--- config.mk ---
export PLATFORM = sky130hd
export DESIGN_NAME = one_three_bus_demux_flat
export DESIGN_NICKNAME = d
export VERILOG_FILES = /design/src/rtl/one_three_bus_demux_pkg.sv /design/src/rtl/one_three_bus_demux_if.sv /design/src/rtl/one_three_bus_demux_decode.sv /design/src/rtl/one_three_bus_demux.sv /design/src/flat_wrapper.sv
export SDC_FILE = /design/constraint.sdc
export NUM_CORES = 1
export LEC_CHECK = 0
export ABC_AREA = 1
export CORE_MARGIN = 3
export CORE_UTILIZATION = 43
export DETAILED_ROUTE_END_ITERATION = 10
export GPL_TIMING_DRIVEN = 0
export MAX_ROUTING_LAYER = met4
export PLACE_DENSITY = 0.95
export SYNTH_ARGS = -nofsm -noshare
export SYNTH_HDL_FRONTEND = slang
export SYNTH_SLANG_ARGS = --single-unit
--- constraint.sdc ---
create_clock -name clk -period 2.35 [get_ports clk]
set_input_delay 0.705 -clock clk [delete_from_list [all_inputs] [get_ports clk]]
set_output_delay 0.705 -clock clk [all_outputs]
set_load 0.05 [all_outputs]
--- src/rtl/one_three_bus_demux_pkg.sv ---
// rtl/one_three_bus_demux_pkg.sv - shared states, target indices and address regions for the 1:3 bus demux
package one_three_bus_demux_pkg;

    typedef enum logic [1:0] {
        ST_IDLE = 2'd0,
        ST_REQ  = 2'd1,
        ST_WAIT = 2'd2,
        ST_RESP = 2'd3
    } state_e;

    localparam int N_TARGETS = 3;

    localparam logic [1:0] TGT_RAM  = 2'd0;
    localparam logic [1:0] TGT_MMIO = 2'd1;
    localparam logic [1:0] TGT_UART = 2'd2;

    localparam logic [3:0] REGION_RAM  = 4'h0;
    localparam logic [3:0] REGION_MMIO = 4'h1;
    localparam logic [3:0] REGION_UART = 4'h2;

    // Index 3 (never a valid select) maps to no target at all.
    function automatic logic [N_TARGETS-1:0] tgt_onehot(input logic [1:0] sel);
        logic [N_TARGETS-1:0] oh;
        oh = '0;
        case (sel)
            TGT_RAM:  oh = 3'b001;
            TGT_MMIO: oh = 3'b010;
            TGT_UART: oh = 3'b100;
            default:  oh = 3'b000;
        endcase
        return oh;
    endfunction

endpackage

--- src/rtl/one_three_bus_demux_if.sv ---
// rtl/one_three_bus_demux_if.sv - CPU-side and target-side bus bundle for the 1:3 demux
interface one_three_bus_demux_if;
    import one_three_bus_demux_pkg::*;

    logic                 req_valid;
    logic                 req_ready;
    logic [31:0]          req_addr;
    logic [31:0]          req_wdata;
    logic                 req_we;
    logic [3:0]           req_wstrb;

    logic                 rsp_valid;
    logic [31:0]          rsp_rdata;
    logic                 rsp_err;

    logic [N_TARGETS-1:0] t_valid;
    logic [N_TARGETS-1:0] t_ready;
    logic [31:0]          t_addr;
    logic [31:0]          t_wdata;
    logic                 t_we;
    logic [3:0]           t_wstrb;

    logic [N_TARGETS-1:0] t_rsp_valid;
    logic [31:0]          t_rdata0;
    logic [31:0]          t_rdata1;
    logic [31:0]          t_rdata2;

    // The demux is the slave of the CPU and drives the target request bus.
    modport slave (
        input  req_valid, req_addr, req_wdata, req_we, req_wstrb,
        output req_ready,
        output rsp_valid, rsp_rdata, rsp_err,
        output t_valid, t_addr, t_wdata, t_we, t_wstrb,
        input  t_ready, t_rsp_valid, t_rdata0, t_rdata1, t_rdata2
    );

    modport master (
        output req_valid, req_addr, req_wdata, req_we, req_wstrb,
        input  req_ready,
        input  rsp_valid, rsp_rdata, rsp_err,
        input  t_valid, t_addr, t_wdata, t_we, t_wstrb,
        output t_ready, t_rsp_valid, t_rdata0, t_rdata1, t_rdata2
    );

endinterface

--- src/rtl/one_three_bus_demux_decode.sv ---
// rtl/one_three_bus_demux_decode.sv - bus_addr_decode: region nibble to target select and mapped flag
module bus_addr_decode
    import one_three_bus_demux_pkg::*;
(
    input  logic [3:0] nibble_i,
    output logic [1:0] sel_o,
    output logic       mapped_o
);

    always_comb begin
        sel_o    = 2'd0;
        mapped_o = 1'b0;
        case (nibble_i)
            REGION_RAM:  begin sel_o = TGT_RAM;  mapped_o = 1'b1; end
            REGION_MMIO: begin sel_o = TGT_MMIO; mapped_o = 1'b1; end
            REGION_UART: begin sel_o = TGT_UART; mapped_o = 1'b1; end
            default:     begin sel_o = 2'd0;     mapped_o = 1'b0; end
        endcase
    end

endmodule

--- src/rtl/one_three_bus_demux.sv ---
// rtl/one_three_bus_demux.sv - single-outstanding 1:3 request demux; DEMUX_TIMEOUT_EN adds a response watchdog
module one_three_bus_demux
    import one_three_bus_demux_pkg::*;
#(
    parameter int TIMEOUT_CYCLES = 255
)
(
    input  logic                 clk,
    input  logic                 rst_n,
    one_three_bus_demux_if.slave bus
);

    if (TIMEOUT_CYCLES < 1 || TIMEOUT_CYCLES > 255) begin : g_bad_timeout
        $error("TIMEOUT_CYCLES must be within 1..255");
    end

    state_e      state_q, state_d;
    logic [1:0]  sel_q, sel_d;
    logic [31:0] t_addr_q, t_addr_d;
    logic [31:0] t_wdata_q, t_wdata_d;
    logic        t_we_q, t_we_d;
    logic [3:0]  t_wstrb_q, t_wstrb_d;
    logic [31:0] rsp_rdata_q, rsp_rdata_d;
    logic        rsp_err_q, rsp_err_d;

    logic [1:0]           dec_sel;
    logic                 dec_mapped;
    logic [N_TARGETS-1:0] sel_oh;
    logic                 tgt_hs;
    logic                 rsp_hit;
    logic [31:0]          sel_rdata;
    logic                 tmo_expired;

    bus_addr_decode u_decode (
        .nibble_i (bus.req_addr[31:28]),
        .sel_o    (dec_sel),
        .mapped_o (dec_mapped)
    );

    assign sel_oh  = tgt_onehot(sel_q);
    assign tgt_hs  = |(bus.t_ready & sel_oh);
    assign rsp_hit = |(bus.t_rsp_valid & sel_oh);

    always_comb begin
        sel_rdata = 32'h0;
        case (sel_q)
            TGT_RAM:  sel_rdata = bus.t_rdata0;
            TGT_MMIO: sel_rdata = bus.t_rdata1;
            TGT_UART: sel_rdata = bus.t_rdata2;
            default:  sel_rdata = 32'h0;
        endcase
    end

`ifdef DEMUX_TIMEOUT_EN
    localparam logic [7:0] TMO_LIMIT = 8'(TIMEOUT_CYCLES);

    logic [7:0] tmo_cnt_q, tmo_cnt_d;

    // Held at zero in IDLE so it reads zero on the first REQ cycle.
    always_comb begin
        tmo_cnt_d = tmo_cnt_q;
        if (state_q == ST_IDLE) begin
            tmo_cnt_d = 8'd0;
        end else if (state_q == ST_REQ || state_q == ST_WAIT) begin
            tmo_cnt_d = tmo_cnt_q + 8'd1;
        end
    end

    assign tmo_expired = (state_q == ST_REQ || state_q == ST_WAIT) &&
                         ((tmo_cnt_q + 8'd1) == TMO_LIMIT);

    always_ff @(posedge clk or negedge rst_n) begin
        if (!rst_n) begin
            tmo_cnt_q <= 8'd0;
        end else begin
            tmo_cnt_q <= tmo_cnt_d;
        end
    end
`else
    assign tmo_expired = 1'b0;
`endif

    always_comb begin
        state_d     = state_q;
        sel_d       = sel_q;
        t_addr_d    = t_addr_q;
        t_wdata_d   = t_wdata_q;
        t_we_d      = t_we_q;
        t_wstrb_d   = t_wstrb_q;
        rsp_rdata_d = rsp_rdata_q;
        rsp_err_d   = rsp_err_q;
        case (state_q)
            ST_IDLE: begin
                if (bus.req_valid) begin
                    t_addr_d  = bus.req_addr;
                    t_wdata_d = bus.req_wdata;
                    t_we_d    = bus.req_we;
                    t_wstrb_d = bus.req_wstrb;
                    sel_d     = dec_sel;
                    if (dec_mapped) begin
                        state_d = ST_REQ;
                    end else begin
                        state_d     = ST_RESP;
                        rsp_err_d   = 1'b1;
                        rsp_rdata_d = 32'h0;
                    end
                end
            end
            ST_REQ: begin
                if (tmo_expired) begin
                    state_d     = ST_RESP;
                    rsp_err_d   = 1'b1;
                    rsp_rdata_d = 32'h0;
                end else if (tgt_hs) begin
                    state_d = ST_WAIT;
                end
            end
            ST_WAIT: begin
                // A response landing on the expiry cycle still completes normally.
                if (rsp_hit) begin
                    state_d     = ST_RESP;
                    rsp_err_d   = 1'b0;
                    rsp_rdata_d = sel_rdata;
                end else if (tmo_expired) begin
                    state_d     = ST_RESP;
                    rsp_err_d   = 1'b1;
                    rsp_rdata_d = 32'h0;
                end
            end
            ST_RESP: begin
                state_d = ST_IDLE;
            end
            default: begin
                state_d = ST_IDLE;
            end
        endcase
    end

    always_ff @(posedge clk or negedge rst_n) begin
        if (!rst_n) begin
            state_q     <= ST_IDLE;
            sel_q       <= 2'd0;
            t_addr_q    <= 32'h0;
            t_wdata_q   <= 32'h0;
            t_we_q      <= 1'b0;
            t_wstrb_q   <= 4'h0;
            rsp_rdata_q <= 32'h0;
            rsp_err_q   <= 1'b0;
        end else begin
            state_q     <= state_d;
            sel_q       <= sel_d;
            t_addr_q    <= t_addr_d;
            t_wdata_q   <= t_wdata_d;
            t_we_q      <= t_we_d;
            t_wstrb_q   <= t_wstrb_d;
            rsp_rdata_q <= rsp_rdata_d;
            rsp_err_q   <= rsp_err_d;
        end
    end

    assign bus.req_ready = rst_n && (state_q == ST_IDLE);
    assign bus.t_valid   = (state_q == ST_REQ) ? sel_oh : '0;
    assign bus.t_addr    = t_addr_q;
    assign bus.t_wdata   = t_wdata_q;
    assign bus.t_we      = t_we_q;
    assign bus.t_wstrb   = t_wstrb_q;
    assign bus.rsp_valid = (state_q == ST_RESP);
    assign bus.rsp_rdata = rsp_rdata_q;
    assign bus.rsp_err   = rsp_err_q;

endmodule

--- src/flat_wrapper.sv ---
// flat-port wrapper written by rule: the top's interface ports become plain ports
module one_three_bus_demux_flat import one_three_bus_demux_pkg::*;
#(
    parameter int TIMEOUT_CYCLES = 255
)
  (clk, rst_n, bus_req_valid, bus_req_addr, bus_req_wdata, bus_req_we, bus_req_wstrb, bus_req_ready, bus_rsp_valid, bus_rsp_rdata, bus_rsp_err, bus_t_valid, bus_t_addr, bus_t_wdata, bus_t_we, bus_t_wstrb, bus_t_ready, bus_t_rsp_valid, bus_t_rdata0, bus_t_rdata1, bus_t_rdata2);
  one_three_bus_demux_if bus_i ();
  input  logic clk;
  input  logic rst_n;
  input wire logic [$bits(bus_i.req_valid)-1:0] bus_req_valid;
  input wire logic [$bits(bus_i.req_addr)-1:0] bus_req_addr;
  input wire logic [$bits(bus_i.req_wdata)-1:0] bus_req_wdata;
  input wire logic [$bits(bus_i.req_we)-1:0] bus_req_we;
  input wire logic [$bits(bus_i.req_wstrb)-1:0] bus_req_wstrb;
  output wire logic [$bits(bus_i.req_ready)-1:0] bus_req_ready;
  output wire logic [$bits(bus_i.rsp_valid)-1:0] bus_rsp_valid;
  output wire logic [$bits(bus_i.rsp_rdata)-1:0] bus_rsp_rdata;
  output wire logic [$bits(bus_i.rsp_err)-1:0] bus_rsp_err;
  output wire logic [$bits(bus_i.t_valid)-1:0] bus_t_valid;
  output wire logic [$bits(bus_i.t_addr)-1:0] bus_t_addr;
  output wire logic [$bits(bus_i.t_wdata)-1:0] bus_t_wdata;
  output wire logic [$bits(bus_i.t_we)-1:0] bus_t_we;
  output wire logic [$bits(bus_i.t_wstrb)-1:0] bus_t_wstrb;
  input wire logic [$bits(bus_i.t_ready)-1:0] bus_t_ready;
  input wire logic [$bits(bus_i.t_rsp_valid)-1:0] bus_t_rsp_valid;
  input wire logic [$bits(bus_i.t_rdata0)-1:0] bus_t_rdata0;
  input wire logic [$bits(bus_i.t_rdata1)-1:0] bus_t_rdata1;
  input wire logic [$bits(bus_i.t_rdata2)-1:0] bus_t_rdata2;
  assign bus_i.req_valid = bus_req_valid;
  assign bus_i.req_addr = bus_req_addr;
  assign bus_i.req_wdata = bus_req_wdata;
  assign bus_i.req_we = bus_req_we;
  assign bus_i.req_wstrb = bus_req_wstrb;
  assign bus_req_ready = bus_i.req_ready;
  assign bus_rsp_valid = bus_i.rsp_valid;
  assign bus_rsp_rdata = bus_i.rsp_rdata;
  assign bus_rsp_err = bus_i.rsp_err;
  assign bus_t_valid = bus_i.t_valid;
  assign bus_t_addr = bus_i.t_addr;
  assign bus_t_wdata = bus_i.t_wdata;
  assign bus_t_we = bus_i.t_we;
  assign bus_t_wstrb = bus_i.t_wstrb;
  assign bus_i.t_ready = bus_t_ready;
  assign bus_i.t_rsp_valid = bus_t_rsp_valid;
  assign bus_i.t_rdata0 = bus_t_rdata0;
  assign bus_i.t_rdata1 = bus_t_rdata1;
  assign bus_i.t_rdata2 = bus_t_rdata2;
  one_three_bus_demux #(.TIMEOUT_CYCLES(TIMEOUT_CYCLES)) u_core (.clk(clk), .rst_n(rst_n), .bus(bus_i));
endmodule
==> results.py <==
metrics = {
    "power": {
        "leakagePower_nw": 4.39,
        "p_per_area_mw_per_mm2": 1470,
        "peakVddDrop_mv": 1.25,
    },
    "logic_synthesis": {
        "syn_area_mm2": 0.00523,
        "synth.area.top_cells": "dfrtp_1 51%, nand2_1 26%, nand3_1 13%",
        "synth-edff-count": 0,
        "ys_warn_count": 0,
        "synth_seq_area_share": 0.507,
        "synth.net_count": 890,
        "post-synth-top-area-cell": "dfrtp_1",
        "async_reset_ff_frac": 1.00,
        "ys.flop_type": "dfrtp_1",
        "synthCells": 711,
        "yosys_register_bits": 106,
        "netlist_top_cells_count": "357 x nand2_1, 136 x nand3_1, 106 x dfrtp_1, 45 x inv_1, 20 x clkbuf_1",
        "synth_cell_types": 20,
        "yosysMostFrequentCell": "nand2_1",
        "avgSynthCellArea_um2": 7.36,
        "synth_top_area_share": 0.507,
    },
    "layout": {
        "n_antenna_cell": 0,
        "fin_area_mm2": 0.00855,
        "fin_nets": 1180,
        "fillers": 859,
        "drive_gt1_frac": 0.0547,
        "fin_cells": 1149,
        "syn_to_final_growth_pct": 63.4,
        "final_util": 0.734,
    },
    "critical_path": {
        "ff2ff_path_depth": 8,
        "crit_end": "bus_t_valid[2]",
        "cp-end-kind": "output pin",
        "regToRegStartpoint": "u_core.sel_q[1]",
        "crit_path_max_fanout": 10,
        "r2r_slack_ps": 360,
        "crit_start": "u_core.sel_q[0]",
        "worstPathArrival_ps": 1560,
        "worstPathRequired_ps": 1640,
        "r2r_end": "u_core.bus.rsp_rdata[17]",
        "setup.worst_path.start_class": "register",
        "critical_path_class": "register to output pin",
    },
    "floorplan": {
        "io_pins": 281,
        "rows": 39,
        "dieHeight_um": 116,
        "initial_core_util": 0.449,
        "die-area_mm2": 0.0135,
        "core_mm2": 0.0117,
        "die_x_um": 116,
    },
    "sta": {
        "final.setup.worst_slack_ps": 87.7,
        "slew_viol_final": 0,
        "worst_pin_slew_ps": 653,
        "relSlewSlack": 0.564,
        "min_period_ps": 2260,
        "hold_violations": 0,
        "finClkSkew_ps": 4.76,
        "setup_viol": 0,
        "min_period_over_period": 0.963,
        "max_freq_mhz": 442,
        "whs_ps": 272,
        "rsz0062_at_grt": "false",
    },
    "place": {
        "gp_congestion": 0.864,
        "pre_cts_ws_ps": -578,
        "placed_cells": 1135,
        "port_buffers": 280,
        "hpwl_mm": 14.1,
        "postPlaceCellArea_mm2": 0.00826,
    },
    "drt": {
        "wl_mm": 18.3,
        "wl_per_cell_um": 16.0,
        "drc": 0,
        "drt_first_pass_iters": 5,
        "routed_via_density": 4.99,
        "drt_iter0_markers": 492,
        "drtAntennaViolNets": 0,
        "vias": 5734,
    },
    "grt": {
        "antenna_found_initial": 0,
        "grt_pass1_wl_mm": 27.6,
        "grt_pass1_vias": 5485,
        "grt.total_usage": 0.271,
        "grt_max_degree": 65,
        "grt_overflow": 0,
    },
    "clock_network": {
        "cts_buffers": 9,
        "clock-sinks": 106,
        "cts_max_level": 3,
        "clk_latency_ps": 340,
        "ctsRootBufferMaster": "clkbuf_16",
        "clk_path_buf_depth": 2,
        "clk_pin_slew_ps": 70,
        "cts_tree": "yes",
    },
    "flow_run": {
        "maxCapViolCount": 0,
    },
    "min_path": {
        "hold_class": "input port to async pin",
    },
    "status": {
        "status": "completed",
    },
}
registers in the layout, summed over array words and instances, names as in the netlist:
| name | flops |
|---|---|
| u_core.bus.rsp_err | 1 |
| u_core.bus.rsp_rdata | 32 |
| u_core.sel_q | 2 |
| u_core.bus.t_wdata | 32 |
| u_core.bus.t_wstrb | 4 |
| u_core.bus.t_we | 1 |
| u_core.bus.t_addr | 32 |
| u_core.state_q | 2 |
where the power goes:
| group | internal [mW] | leakage [nW] | switching (mW) | total [mW] |
|---|---|---|---|---|
| clock | 0.868 | 0.151 | 0.714 | 1.58 |
| combinational | 2.49 | 2.88 | 5.37 | 7.86 |
| sequential | 2.64 | 1.36 | 0.463 | 3.10 |
| total | 6.00 | 4.39 | 6.55 | 12.5 |
cells in the final DEF, fill, tap and decap left out, types with 2 or more instances in the layout:
cell type          n
inv_2              3
nand3_1          136
nand2_1          357
clkbuf_16          9
clkdlybuf4s50_1  274
nor2_8             2
buf_1              3
dfrtp_1          106
o21ai_0            2
nor3_2             3
buf_6              2
buf_4              7
inv_1             45
buf_2             17
nor2_2             2
ha_1               4
clkbuf_1          18
layout make-up:
| cell class | instances | area [um^2] | area share |
|---|---|---|---|
| Multi-Input combinational cell | 513 | 2210 | 0.259 |
| Clock inverter | 6 | 71.3 | 0.00834 |
| Buffer | 42 | 196 | 0.0230 |
| Clock buffer | 10 | 239 | 0.0279 |
| Timing Repair Buffer | 281 | 2820 | 0.330 |
| Tap cell | 143 | 179 | 0.0209 |
| Inverter | 48 | 180 | 0.0211 |
| Sequential cell | 106 | 2650 | 0.310 |
how the worst min path moves through the flow:
| stage | from | endpoint | slack [ps] |
|---|---|---|---|
| 2_1_floorplan | rst_n | u_core.bus.rsp_err | 410 |
| 3_3_place_gp | u_core.bus.rsp_rdata[25] | u_core.bus.rsp_rdata[25] | 450 |
| 3_5_place_dp | u_core.bus.rsp_rdata[19] | u_core.bus.rsp_rdata[19] | 460 |
| 4_1_cts | rst_n | u_core.bus.rsp_rdata[8] | 290 |
| 5_1_grt | rst_n | u_core.bus.rsp_rdata[11] | 290 |
| 6_report | rst_n | u_core.bus.rsp_rdata[9] | 270 |
kinds of logic after synthesis:
| logic type | after synthesis | share of synthesized area |
|---|---|---|
| fa+ha+maj | 5 | 0.0120 |
| simple gates | 503 | 0.403 |
| flops | 106 | 0.507 |
| compound gates | 5 | 0.00502 |
| buf+inv | 92 | 0.0734 |
stage by stage:
stage	power, mW	setup TNS, ps
2_1_floorplan	8.18	0
3_3_place_gp	10.8	-364770
3_5_place_dp	11.0	-3290
4_1_cts	12.6	0
5_1_grt	13.3	0
6_report	12.5	0
routing by layer:
metal	global-route usage	routed length (um)
met1	0.331	7250
met2	0.446	9320
met3	0.0585	1270
met4	0.0897	501
met5	-	0
critical path, cell delays in order (launching register included):
cell and delay (ps):
dfrtp_1 390, buf_4 190, buf_2 220, nor3_2 230
buf_6 190
timing repair:
item / in CTS / in global routing
hold buffers: 0 / 0
setup endpoints to repair: 5 / 4
gates cloned: 0 / 0
resized for setup: 21 / 8
pin swaps: 0 / 0
buffers inserted: 0 / 0
Power figures use the tool's default switching activity.
